--- config.mk ---
export PLATFORM = sky130hd
export DESIGN_NAME = top
export DESIGN_NICKNAME = d
export VERILOG_FILES = /design/src/rtl/top_pkg.sv /design/src/rtl/mac40.sv /design/src/rtl/top.sv
export SDC_FILE = /design/constraint.sdc
export NUM_CORES = 1
export LEC_CHECK = 0
export BUFFER_PORTS_ARGS = -buffer_cell sky130_fd_sc_hd__buf_2
export CAP_MARGIN = 30
export CORE_ASPECT_RATIO = 1.5
export CORE_MARGIN = 5
export CORE_UTILIZATION = 45
export CTS_CLUSTER_SIZE = 16
export DETAILED_ROUTE_END_ITERATION = 7
export RECOVER_POWER = 50
export SKIP_CTS_REPAIR_TIMING = 1
export SLEW_MARGIN = 20
export SYNTH_ARGS = -nofsm -noshare
export SYNTH_HDL_FRONTEND = slang
export SYNTH_SLANG_ARGS = --single-unit
--- constraint.sdc ---
create_clock -name clk -period 6.37 [get_ports clk]
set_input_delay 0.3185 -clock clk [delete_from_list [all_inputs] [get_ports clk]]
set_output_delay 0.3185 -clock clk [all_outputs]
set_load 0.02 [all_outputs]
--- src/rtl/top_pkg.sv ---
// Shared widths and mode encodings for the two-mode
// add / multiply-accumulate datapath.
package top_pkg;
  localparam int W_IN  = 32;
  localparam int W_MUL = 16;
  localparam int W_OUT = 40;

  localparam logic MODE_ADD = 1'b0;
  localparam logic MODE_MAC = 1'b1;
endpackage

--- src/rtl/mac40.sv ---
// 16x16 multiplier feeding a 40-bit wrapping accumulator
// with synchronous clear and asynchronous reset.
module mac40
  import top_pkg::*;
(
  input  logic             clk,
  input  logic             nRST,
  input  logic             clr,
  input  logic             en,
  input  logic [W_MUL-1:0] a,
  input  logic [W_MUL-1:0] b,
  output logic [W_OUT-1:0] acc
);

  logic [2*W_MUL-1:0] prod;

  assign prod = a * b;

  always_ff @(posedge clk or posedge nRST) begin
    if (nRST) begin
      acc <= '0;
    end else if (clr) begin
      acc <= '0;
    end else if (en) begin
      acc <= acc + W_OUT'(prod);
    end
  end

endmodule

--- src/rtl/top.sv ---
// Two-stage registered arithmetic unit: 33-bit add or
// 40-bit multiply-accumulate of the low operand halves.
module top
  import top_pkg::*;
(
  input  logic             clk,
  input  logic             nRST,
  input  logic [W_IN-1:0]  A,
  input  logic [W_IN-1:0]  B,
  input  logic             Sel,
  output logic [W_OUT-1:0] Result
);

  logic [W_IN-1:0]  a_q;
  logic [W_IN-1:0]  b_q;
  logic             sel_q;
  logic [W_IN:0]    sum_q;
  logic             mode_q;
  logic [W_OUT-1:0] acc;

  always_ff @(posedge clk or posedge nRST) begin
    if (nRST) begin
      a_q    <= '0;
      b_q    <= '0;
      sel_q  <= MODE_ADD;
      sum_q  <= '0;
      mode_q <= MODE_ADD;
    end else begin
      a_q    <= A;
      b_q    <= B;
      sel_q  <= Sel;
      sum_q  <= {1'b0, a_q} + {1'b0, b_q};
      mode_q <= sel_q;
    end
  end

  // acc is the stage-2 register in MAC mode; the add
  // sum is its stage-2 peer, so both sides are flops.
  mac40 u_mac (
    .clk  (clk),
    .nRST (nRST),
    .clr  (sel_q == MODE_ADD),
    .en   (sel_q == MODE_MAC),
    .a    (a_q[W_MUL-1:0]),
    .b    (b_q[W_MUL-1:0]),
    .acc  (acc)
  );

  assign Result = (mode_q == MODE_MAC) ? acc
                                       : W_OUT'(sum_q);

endmodule

### Word-level counts from Yosys, hierarchy flattened

Index checks and enable logic that the tools add are counted.

| word-level totals | value |
|---|---|
| bits in registers | 139 |
| output and inout bits | 40 |

| operators by class | value |
|---|---|
| add/subtract/negate cells | 2 |
| multiply operators | 1 |
| muxes and demuxes | 2 |

Operators with widths:

| cell | number |
|---|---|
| two-way mux 40 bit | 2 |
| adder 40 x 32 -> 40 bit | 1 |
| adder 32 x 32 -> 33 bit | 1 |
| multiplier 16 x 16 -> 32 bit | 1 |

### Depth between registers and ports, before layout

| logic depth | value |
|---|---|
| depth after elaboration | 3 |
| gate-level depth with buffers | 23 |
| gate-level depth less buffers | 21 |

### Hierarchy

A second synthesis with hierarchy kept.

| unflattened totals | value |
|---|---|
| cells, all modules | 1748 |
| area, all modules | 16339.4 sq um |

Modules (own cells, without submodules):

| module | instances | cells each | area each (sq um) | sequential area each (sq um) |
|---|---|---|---|---|
| mac40 | 1 | 1377 | 11770.0 | 1001.0 |
| top | 1 | 371 | 4569.4 | 2477.4 |

### Worst setup path before layout

No wires, ideal clock.

| path | value |
|---|---|
| path kind | reg-to-reg |
| start | reg b_q[1] |
| end | reg u_mac.acc[33] |
| data arrival time | 5617 ps |
| setup slack | 634 ps |
| cell stages (with the launch flop) | 22 |
| buffers on the path | 1 |
| cell sequence | dfrtp_1 -> clkbuf_1 -> nand2_1 -> fa_1 -> inv_1 -> fa_1 -> inv_1 -> fa_1 -> inv_1 -> fa_1 -> fa_1 -> inv_1 -> fa_1 -> inv_1 -> ha_1 -> nand2_1 -> o31ai_1 -> a21oi_2 -> a2111oi_4 -> o21ai_1 -> and3_1 -> o21a_1 |

| between the ends | value |
|---|---|
| cells in the longest elaborated chain, start to end | 3 |

Ends and longest elaborated chain:

| element | RTL line | source |
|---|---|---|
| start, declared | top.sv:15 | `logic [W_IN-1:0] b_q;` |
| start signal, assigned | top.sv:24 | `b_q <= '0;` |
| start signal, assigned | top.sv:30 | `b_q <= B;` |
| multiplier 16 x 16 -> 32 bit | mac40.sv:17 | `assign prod = a * b;` |
| adder 40 x 32 -> 40 bit | mac40.sv:25 | `acc <= acc + W_OUT'(prod);` |
| two-way mux 40 bit | mac40.sv:22 | `end else if (clr) begin` |
| end signal, assigned | mac40.sv:25 |  |
| end, declared | mac40.sv:12 | `output logic [W_OUT-1:0] acc` |

No other way between the ends.

### Worst setup path in the final report

| path | value |
|---|---|
| start | reg b_q[2] |
| end | reg u_mac.acc[38] |

The elaborated chain is that of the path after synthesis.

==> flow_summary.json <==
{
  "synth_top_cells_by_count": "379 x inv_1, 227 x fa_1, 191 x nand2_1, 142 x ha_1, 139 x dfrtp_1",
  "maximum_clock_insertion_buffer_count": 2,
  "port_buffers": 106,
  "cts_tree": "built",
  "netlist-cell-type-count": 65,
  "pin_count_of_the_biggest_net_entering_global_routing": 79,
  "hold_violations": 0,
  "first_pass_grt_wire_length_microns": 72800,
  "first_pass_iters": 5,
  "cts.sinks": 139,
  "grt_pass1_vias": 13700,
  "run_status": "finished, violations left",
  "grt_busiest_layer": "met2",
  "layout_setup_ws_ps": 257,
  "drc_errors": 0,
  "yosys_register_bits": 139,
  "clk_latency_ps": 450,
  "cts_made_buffers": 17,
  "vias_per_cell": 5.21,
  "antenna_found_initial": 0,
  "final-max-slew-violation-count": 142,
  "syn_nets": 2167,
  "fraction_of_met1_tracks_used_by_global_routing": 0.253,
  "syn_inst": 1731,
  "initialDrtViolationCount": 620,
  "fraction_of_synthesis_flops_using_an_asynchronous_set_or_reset_pin": 1.00,
  "place_congestion": 0.922,
  "mappedNetlistArea_sq_um": 16100,
  "finish.instance_area_sq_um": 18700,
  "worst-endpoint-required_ps": 6750,
  "initial_utilization": 0.452,
  "dpl_worst_slack_ps": -33.8,
  "post-synth-top-area-cell": "fa_1",
  "critical_path_arrival_ps": 6490,
  "synthMostInstantiatedCell": "inv_1",
  "route.final.wire_length_microns": 46700,
  "timing.critical_path.to_type": "flop",
  "netlist.area_leader.share": 0.282,
  "htree_levels": 4,
  "placementRows": 85,
  "achievable-frequency_mhz": 164,
  "layout_cell_share_with_drive_strength_beyond_1": 0.135,
  "finalCriticalPeriod_ps": 6110,
  "finalCritPeriodShare": 0.960,
  "timing_worst_setup_path_type": "flop to flop",
  "area_growth_pct": 16.3,
  "groute.layer.met3.usage": 0.0274,
  "yosysSeqAreaShare": 0.216,
  "core_area_sq_um": 35600,
  "ant_nets": 0,
  "unrepaired_setup_endpoints_after_global_routing": "no",
  "setup_viol": 0,
  "design.die.area_sq_um": 39800,
  "dp.final_hpwl_microns": 38000,
  "worst_clock_skew_ps": 11.9,
  "dr_total_vias": 12500,
  "synth_area_per_cell_sq_um": 9.31,
  "grtUsageMet2": 0.454,
  "drt-wirelength-per-cell_microns": 19.4,
  "hold_path.class": "input pin to flop",
  "path_max_fanout": 9,
  "ctsRootBufferMaster": "clkbuf_16",
  "ys_top_cells_by_area": "fa_1 28%, dfrtp_1 22%, ha_1 11%",
  "postSynth.topFlopCell": "dfrtp_1",
  "path_clk_slew_ps": 70,
  "grt_use_total": 0.240,
  "place_area_sq_um": 17500,
  "tightestPinTransition_ps": 3870,
  "fp.dieW_microns": 165,
  "yosys_warnings": 0,
  "cp-start-kind": "flop",
  "die-height_microns": 242,
  "synth_edf_count": 0,
  "design.portCount": 107,
  "antenna_cells_inserted": 0,
  "nets": 2353,
  "timing.max_cap.violations": 2,
  "failed_checks": "max-capacitance violations, max-slew violations",
  "grt-ovfl-total": 0,
  "relSlewSlack": -1.59
}
-- cells by family (layout without fill, tap and decap cells) --
group	after synthesis	count (layout)	synth area share
AO/OA/AOI/OAI	245	245	0.101
XOR/XNOR	50	50	0.0272
adder cells (fa/ha/maj)	369	369	0.392
buffers and inverters	447	646	0.104
flip-flops	139	139	0.216
multiplexers	38	38	0.0262
AND/OR/NAND/NOR	443	443	0.133
-- metrics by stage --
step                std cells   util  TNS, ps  hold slack [ps]
finish                   2408  0.526        0             59.7
global placement         2312  0.492    -5.66              427
floorplan                1731      -        0              350
global route             2408  0.526        0             53.3
CTS                      2344  0.508     -121            -51.0
detailed placement       2312  0.492    -55.8              428
-- per-layer routing --
layer,up-vias,share of wire
met1,6264,0.34
met3,135,0.036
met4,0,0.060
li1,5767,-
met5,-,0
met2,374,0.56
-- placed cells by master (no fill, tap or decap), types with 6 or more instances in the layout --
cell	instances
a211oi_1	6
a21o_1	36
a21oi_1	77
a31oi_1	13
and2_1	121
and3_1	9
buf_2	102
buf_4	59
clkbuf_1	7
clkbuf_16	17
dfrtp_1	126
dfrtp_2	13
dlygate4sd3_1	64
fa_1	227
ha_1	142
inv_1	378
mux2_2	33
nand2_1	191
nand3_1	16
nand4_1	21
nor2_1	50
nor3_1	14
o21a_1	6
o21ai_0	34
o21ai_1	7
o21bai_1	17
o31ai_1	6
xnor2_1	30
xor2_1	20
-- worst max-delay path, cell delays in order, from the launching register on --
cell and delay, ps:
dfrtp_1 630, nand2_1 140, fa_1 520, inv_1 60, fa_1 530, inv_1 50
fa_1 500, inv_1 50, fa_1 510, fa_1 500, inv_1 50, fa_1 490
inv_1 50, ha_1 370, nand2_1 70, o21ai_0 250, a31oi_1 120, o31ai_1 410
o21bai_1 200, a2111o_1 440, nand3_1 80
-- registers in the layout, summed over array words and instances, names as in the netlist --
| name | cells |
|---|---|
| sum_q | 33 |
| a_q | 32 |
| sel_q | 1 |
| mode_q | 1 |
| u_mac.acc | 40 |
| b_q | 32 |
-- final timing paths --
| kind | slack (ps) | end | depth (start not counted) | startpoint |
|---|---|---|---|---|
| setup / recovery | 260 | u_mac.acc[38] | 20 | b_q[2] |
| hold / removal | 60 | b_q[1] | 1 | B[1] |
| setup reg to reg | 260 | u_mac.acc[38] | 20 | b_q[2] |
| hold reg to reg | 580 | sum_q[32] | 3 | b_q[31] |
| max in group asynchronous | 2350 | b_q[3] | 3 | nRST |
| min in group asynchronous | 1010 | a_q[11] | 2 | nRST |
-- layout make-up --
class	count	area, sq um
Fill cell	3284	16900
Tap cell	478	598
Sequential cell	139	3490
Timing Repair Buffer	235	1680
Clock buffer	19	443
Inverter	379	1420
Multi-Input combinational cell	1145	11000
Clock inverter	13	134
Power is not shown: default switching activity piles up to over one toggle a cycle in this logic, so the estimate is an artifact.
